### config.mk
export PLATFORM = sky130hd
export DESIGN_NAME = io_sequencer_flat
export DESIGN_NICKNAME = d
export VERILOG_FILES = /design/src/rtl/io_sequencer_if.sv /design/src/rtl/io_sequencer.sv /design/src/flat_wrapper.sv
export SDC_FILE = /design/constraint.sdc
export NUM_CORES = 1
export LEC_CHECK = 0
export ABC_AREA = 1
export BUFFER_PORTS_ARGS = -buffer_cell sky130_fd_sc_hd__buf_2
export CAP_MARGIN = 20
export CORE_ASPECT_RATIO = 1.2
export CORE_UTILIZATION = 52
export DETAILED_ROUTE_END_ITERATION = 16
export GPL_ROUTABILITY_DRIVEN = 0
export GPL_TIMING_DRIVEN = 0
export HOLD_SLACK_MARGIN = 0.08
export PLACE_DENSITY = 0.86
export SETUP_SLACK_MARGIN = 0.3
export SLEW_MARGIN = 30
export SYNTH_ARGS = -nofsm -noshare
export SYNTH_HDL_FRONTEND = slang
export SYNTH_SLANG_ARGS = --single-unit
export TNS_END_PERCENT = 30
### constraint.sdc
create_clock -name clk -period 3.6 [get_ports clk]
set_clock_uncertainty 0.1 [all_clocks]
set_input_delay 0.54 -clock clk [delete_from_list [all_inputs] [get_ports clk]]
set_output_delay 0.54 -clock clk [all_outputs]
set_load 0.01 [all_outputs]
### src/rtl/io_sequencer_if.sv
// CPU-side request/response bundle for io_sequencer: IN/OUT/HALT requests,
// user key and switches in; stall, latched input and display selection out.
interface io_sequencer_if;
  logic        Input;
  logic        Output;
  logic        Halt;
  logic        Enter;
  logic [9:0]  sw;
  logic [31:0] output_num;
  logic        stall;
  logic [31:0] Input_Data;
  logic        in_valid;
  logic [2:0]  disp_mode;
  logic [31:0] disp_value;
  logic        halted;

  modport master (
    output Input, Output, Halt, Enter, sw, output_num,
    input  stall, Input_Data, in_valid, disp_mode, disp_value, halted
  );

  modport slave (
    input  Input, Output, Halt, Enter, sw, output_num,
    output stall, Input_Data, in_valid, disp_mode, disp_value, halted
  );
endinterface

### src/rtl/io_sequencer.sv
// IN/OUT/HALT sequencer that stalls the CPU while waiting on the Enter key or an OUT hold.
// Define IO_DEBOUNCE_EN to add a DEBOUNCE_CYCLES stability filter on the synchronized Enter level.
module io_sequencer #(
  parameter int DEBOUNCE_CYCLES = 16,
  parameter int OUT_HOLD_CYCLES = 8
) (
  input  logic          clk,
  input  logic          reset,
  io_sequencer_if.slave io
);

  // One counter width covers both the OUT hold and the debounce run length.
  localparam int MAX_COUNT = (OUT_HOLD_CYCLES > DEBOUNCE_CYCLES) ? OUT_HOLD_CYCLES : DEBOUNCE_CYCLES;
  localparam int CNT_W     = $clog2(MAX_COUNT + 1);

  typedef enum logic [2:0] {
    S_IDLE,
    S_WAIT_IN,
    S_OUT_HOLD,
    S_DONE,
    S_HALTED
  } state_t;

  state_t           state_q, state_d;
  logic [CNT_W-1:0] hold_cnt_q, hold_cnt_d;
  logic [31:0]      disp_value_q, disp_value_d;
  logic [31:0]      in_data_q, in_data_d;
  logic [2:0]       res_mode_q, res_mode_d;
  logic             from_in_q, from_in_d;

  logic sync1_q, sync2_q, level_prev_q;
  logic level, press;

  logic        stall_c, in_valid_c, halted_c;
  logic [2:0]  disp_mode_c;
  logic [31:0] disp_value_c;

  always_ff @(posedge clk or posedge reset) begin
    if (reset) begin
      sync1_q      <= 1'b0;
      sync2_q      <= 1'b0;
      level_prev_q <= 1'b0;
    end else begin
      sync1_q      <= io.Enter;
      sync2_q      <= sync1_q;
      level_prev_q <= level;
    end
  end

`ifdef IO_DEBOUNCE_EN
  logic             db_level_q;
  logic [CNT_W-1:0] db_cnt_q;

  // The accepted level flips only once the synchronized input has disagreed with it
  // for DEBOUNCE_CYCLES consecutive samples; any agreeing sample restarts the run.
  always_ff @(posedge clk or posedge reset) begin
    if (reset) begin
      db_level_q <= 1'b0;
      db_cnt_q   <= '0;
    end else if (sync2_q == db_level_q) begin
      db_cnt_q <= '0;
    end else if (db_cnt_q == CNT_W'(DEBOUNCE_CYCLES - 1)) begin
      db_level_q <= sync2_q;
      db_cnt_q   <= '0;
    end else begin
      db_cnt_q <= db_cnt_q + CNT_W'(1);
    end
  end

  assign level = db_level_q;
`else
  assign level = sync2_q;
`endif

  // Edge-based press: a key already held when WAIT_IN is entered never produces one.
  assign press = level & ~level_prev_q;

  always_ff @(posedge clk or posedge reset) begin
    if (reset) begin
      state_q      <= S_IDLE;
      hold_cnt_q   <= '0;
      disp_value_q <= '0;
      in_data_q    <= '0;
      res_mode_q   <= '0;
      from_in_q    <= 1'b0;
    end else begin
      state_q      <= state_d;
      hold_cnt_q   <= hold_cnt_d;
      disp_value_q <= disp_value_d;
      in_data_q    <= in_data_d;
      res_mode_q   <= res_mode_d;
      from_in_q    <= from_in_d;
    end
  end

  always_comb begin
    state_d      = state_q;
    hold_cnt_d   = hold_cnt_q;
    disp_value_d = disp_value_q;
    in_data_d    = in_data_q;
    res_mode_d   = res_mode_q;
    from_in_d    = from_in_q;
    stall_c      = 1'b0;
    in_valid_c   = 1'b0;
    halted_c     = 1'b0;
    disp_mode_c  = res_mode_q;
    disp_value_c = disp_value_q;

    unique case (state_q)
      S_IDLE: begin
        stall_c = io.Input | io.Output;
        if (io.Halt) begin
          state_d = S_HALTED;
        end else if (io.Input) begin
          state_d = S_WAIT_IN;
        end else if (io.Output) begin
          disp_value_d = io.output_num;
          hold_cnt_d   = CNT_W'(OUT_HOLD_CYCLES - 1);
          res_mode_d   = 3'd3;
          state_d      = S_OUT_HOLD;
        end
      end
      S_WAIT_IN: begin
        stall_c      = 1'b1;
        disp_mode_c  = 3'd1;
        disp_value_c = {22'b0, io.sw};
        if (io.Halt) begin
          state_d = S_HALTED;
        end else if (press) begin
          in_data_d    = {22'b0, io.sw};
          disp_value_d = {22'b0, io.sw};
          res_mode_d   = 3'd2;
          from_in_d    = 1'b1;
          state_d      = S_DONE;
        end
      end
      S_OUT_HOLD: begin
        stall_c     = 1'b1;
        disp_mode_c = 3'd3;
        if (io.Halt) begin
          state_d = S_HALTED;
        end else if (hold_cnt_q == '0) begin
          from_in_d = 1'b0;
          state_d   = S_DONE;
        end else begin
          hold_cnt_d = hold_cnt_q - CNT_W'(1);
        end
      end
      S_DONE: begin
        in_valid_c = from_in_q;
        state_d    = io.Halt ? S_HALTED : S_IDLE;
      end
      S_HALTED: begin
        stall_c     = 1'b1;
        halted_c    = 1'b1;
        disp_mode_c = 3'd4;
      end
      default: begin
        state_d = S_IDLE;
      end
    endcase
  end

  // The IDLE stall follows the request lines combinationally, so mask it while in reset.
  assign io.stall      = stall_c & ~reset;
  assign io.in_valid   = in_valid_c;
  assign io.halted     = halted_c;
  assign io.disp_mode  = disp_mode_c;
  assign io.disp_value = disp_value_c;
  assign io.Input_Data = in_data_q;

endmodule
### src/flat_wrapper.sv
// flat-port wrapper written by rule: the top's interface ports become plain ports
module io_sequencer_flat 
#(
  parameter int DEBOUNCE_CYCLES = 16,
  parameter int OUT_HOLD_CYCLES = 8
)
  (clk, reset, io_Input, io_Output, io_Halt, io_Enter, io_sw, io_output_num, io_stall, io_Input_Data, io_in_valid, io_disp_mode, io_disp_value, io_halted);
  io_sequencer_if io_i ();
  input  logic clk;
  input  logic reset;
  input wire logic [$bits(io_i.Input)-1:0] io_Input;
  input wire logic [$bits(io_i.Output)-1:0] io_Output;
  input wire logic [$bits(io_i.Halt)-1:0] io_Halt;
  input wire logic [$bits(io_i.Enter)-1:0] io_Enter;
  input wire logic [$bits(io_i.sw)-1:0] io_sw;
  input wire logic [$bits(io_i.output_num)-1:0] io_output_num;
  output wire logic [$bits(io_i.stall)-1:0] io_stall;
  output wire logic [$bits(io_i.Input_Data)-1:0] io_Input_Data;
  output wire logic [$bits(io_i.in_valid)-1:0] io_in_valid;
  output wire logic [$bits(io_i.disp_mode)-1:0] io_disp_mode;
  output wire logic [$bits(io_i.disp_value)-1:0] io_disp_value;
  output wire logic [$bits(io_i.halted)-1:0] io_halted;
  assign io_i.Input = io_Input;
  assign io_i.Output = io_Output;
  assign io_i.Halt = io_Halt;
  assign io_i.Enter = io_Enter;
  assign io_i.sw = io_sw;
  assign io_i.output_num = io_output_num;
  assign io_stall = io_i.stall;
  assign io_Input_Data = io_i.Input_Data;
  assign io_in_valid = io_i.in_valid;
  assign io_disp_mode = io_i.disp_mode;
  assign io_disp_value = io_i.disp_value;
  assign io_halted = io_i.halted;
  io_sequencer #(.DEBOUNCE_CYCLES(DEBOUNCE_CYCLES), .OUT_HOLD_CYCLES(OUT_HOLD_CYCLES)) u_core (.clk(clk), .reset(reset), .io(io_i));
endmodule
==> impl_metrics.py <==
metrics = {
    "synth": {
        "seq_area_frac_synth": 0.482,
        "async_reset_ff_frac": 1.00,
        "ys_warn_count": 0,
        "synth_edf_count": 0,
        "ys.flop_type": "dfrtp_1",
        "ys_seq_elements": 56,
        "synthCells": 373,
        "yosysUniqueCellTypes": 26,
        "avgSynthCellArea_um2": 7.79,
        "netlist_area_um2": 2910,
    },
    "clocking": {
        "clk_pin_slew_worst_paths_ns": 0.09,
        "clockBufferDepth": 2,
        "tritoncts": "done",
        "cts.htree.levels": 2,
        "clock_sinks": 56,
        "clock_latency_ns": 0.30,
        "cts_buffers": 5,
        "clockRootBuffer": "clkbuf_8",
    },
    "critical_path": {
        "crit_top_cell": "buf_2",
        "start_kind": "register",
        "cp.arrival_ns": 1.89,
        "cpMaxStageDelayCell": "dfrtp_1",
        "crit_fanout": 10,
        "crit_type": "reg -> out",
        "path_delay_family": "buffers and inverters",
        "critical_path.endpoint_type": "primary output",
        "critPathRequiredTime_ns": 2.96,
        "crit_chain": "nor2_4, nand2_1, inv_2, buf_4, buf_2, nor2_1, buf_2",
        "path_buf_inv": 4,
        "max_stage_delay_ns": 0.48,
    },
    "global_routing": {
        "grt_pass1_wl_um": 11200,
        "grt_pass1_vias": 2519,
        "grt-ovfl-total": 0,
        "antenna_found_initial": 0,
        "track_usage": 0.233,
        "grt_max_degree": 42,
    },
    "detailed_routing": {
        "post_drt_via_cell_ratio": 4.74,
        "drtIter0Drc": 126,
        "drt_pass1_iterations": 4,
        "drt_wl_total_um": 6560,
        "vias": 2653,
        "drc": 0,
        "wl_per_cell_um": 11.7,
        "ant_nets": 0,
    },
    "floorplan": {
        "core.rowCount": 29,
        "dieHeight_um": 83.9,
        "ios": 118,
        "design.core.area_um2": 5330,
        "fp.dieW_um": 70.2,
        "start_util": 0.545,
        "die_area_um2": 5890,
    },
    "power_and_ir_drop": {
        "power_density_nw_per_um2": 561,
        "power.leakage_nw": 2.16,
        "ir_drop_v": 0.000321,
    },
    "status": {
        "status": "complete, no violations",
    },
    "sta": {
        "hold_violations": 0,
        "maxSlewHeadroom": 0.651,
        "tightest_slew_ns": 0.519,
        "period_needed_ns": 2.53,
        "setup_viol": 0,
        "drv_slew": 0,
        "finalCritPeriodShare": 0.702,
        "rsz0062_at_grt": "no",
        "fmax_mhz": 395,
        "finalSetupTns_ns": 0,
    },
    "placed_design": {
        "portBuffers": 95,
        "dpl_cell_area_um2": 3560,
        "dp_hpwl_um": 5030,
    },
    "flow_run": {
        "max-cap-violations": 0,
    },
    "layout": {
        "drive_gt1_frac": 0.297,
        "layout.nets": 547,
        "final_area_um2": 3650,
        "area_growth_pct": 25.7,
        "fillers": 431,
        "antenna_cells": 0,
    },
    "hold_path": {
        "holdCritPathClass": "in -> reg",
    },
}
## state kept, by name, summed over array words and instances (netlist names)
register              cells
u_core.hold_cnt_q         5
u_core.sync1_q            1
u_core.level              1
u_core.io.Input_Data     10
u_core.state_q            3
u_core.res_mode_q         2
u_core.level_prev_q       1
u_core.from_in_q          1
u_core.disp_value_q      32
## per-stage QoR
| stage | total power [mW] | hold slack [ns] | setup WS (ns) | util | instances |
|---|---|---|---|---|---|
| finish | 2.05 | 0.237 | 1.07 | 0.684 | 560 |
| global route | 2.20 | 0.218 | 0.918 | 0.684 | 560 |
| CTS | 2.06 | 0.231 | 1.06 | 0.684 | 560 |
| detailed placement | 1.72 | 0.246 | 1.41 | 0.667 | 552 |
| global placement | 1.69 | 0.234 | 0.929 | 0.663 | 551 |
| floorplan | 1.43 | 0.231 | 1.59 | - | 394 |
## power breakdown
part / internal, mW / switching (mW) / leakage, nW
clock: 0.137 / 0.196 / 0.0417
combinational: 0.343 / 0.512 / 1.39
sequential: 0.794 / 0.0669 / 0.728
## worst reg2reg max path, delay by kind of cell, from the launching register on
| kind | cells | cell delay [ns] |
|---|---|---|
| flops | 1 | 0.48 |
| compound gates | 1 | 0.26 |
| buf+inv | 1 | 0.16 |
| simple gates | 5 | 0.66 |
## layer usage
layer | part of all wire | up-vias | GRT usage
met5 | 0 | - | 0
met2 | 0.52 | 94 | 0.410
met4 | 0.012 | 0 | 0.0600
met1 | 0.42 | 1197 | 0.290
met3 | 0.054 | 12 | 0.0459
li1 | - | 1350 | -
## cells in the final DEF (no fill, tap or decap), types with 2 or more instances in the layout
cell type and instances:
a21oi_1 3, buf_2 101, buf_4 25, buf_6 2
clkbuf_1 2, clkbuf_8 5, conb_1 22, dfrtp_1 56
inv_1 68, inv_2 4, nand2_1 86, nand2_2 3
nand3_1 13, nand4_1 2, nor2_1 34, nor2_4 2
nor3_1 3, o21ai_0 15, o21ai_1 18, o21bai_1 2
o22ai_1 22
## cell usage after synthesis, drive strengths merged, types with 2 or more instances
master   n  share of area
nand2   89           0.12
inv     73          0.094
dfrtp   56           0.48
nor2    37          0.059
buf     33          0.083
o21ai   33          0.057
o22ai   22          0.047
nand3   14          0.026
a21oi    3         0.0052
nor3     3         0.0052
nand4    2         0.0043
o21bai   2         0.0052
## worst paths after layout
check	startpoint	endpoint	slack, ns	depth (start not counted)
max reg2reg	u_core.state_q[1]	u_core.hold_cnt_q[0]	1.90	7
min reg2reg	u_core.sync1_q	u_core.level	0.28	0
max in group asynchronous	reset	u_core.disp_value_q[25]	2.33	4
min in group asynchronous	reset	u_core.hold_cnt_q[2]	0.61	3
min	io_Enter	u_core.sync1_q	0.24	1
max	u_core.state_q[1]	io_disp_value[25]	1.07	7
## layout make-up
class / instances / area (µm²) / share of cell area
Tap cell: 62 / 77.6 / 0.0212
Buffer: 34 / 244 / 0.0668
Timing Repair Buffer: 97 / 505 / 0.138
Sequential cell: 56 / 1400 / 0.384
Inverter: 73 / 277 / 0.0757
Clock inverter: 1 / 8.76 / 0.00240
Multi-Input combinational cell: 231 / 1060 / 0.292
Clock buffer: 6 / 72.6 / 0.0199
## logic make-up (layout without fill, tap and decap cells)
group | Yosys count | count (layout) | share of synthesized area
flops | 56 | 56 | 0.482
fa+ha+maj | 1 | 1 | 0.00431
simple gates | 147 | 147 | 0.216
compound gates | 60 | 60 | 0.115
other cells | 1 | 22 | 0.00129
xor+xnor | 1 | 1 | 0.00302
buf+inv | 107 | 211 | 0.178
## what timing repair did
action,4_1_cts,5_1_grt
buffers inserted,0,0
hold buffers,1,0
setup endpoints to repair,0,0
endpoints found under the hold margin,15,0
resized for setup,0,0
No activity file was read; power rests on OpenSTA's default activity.
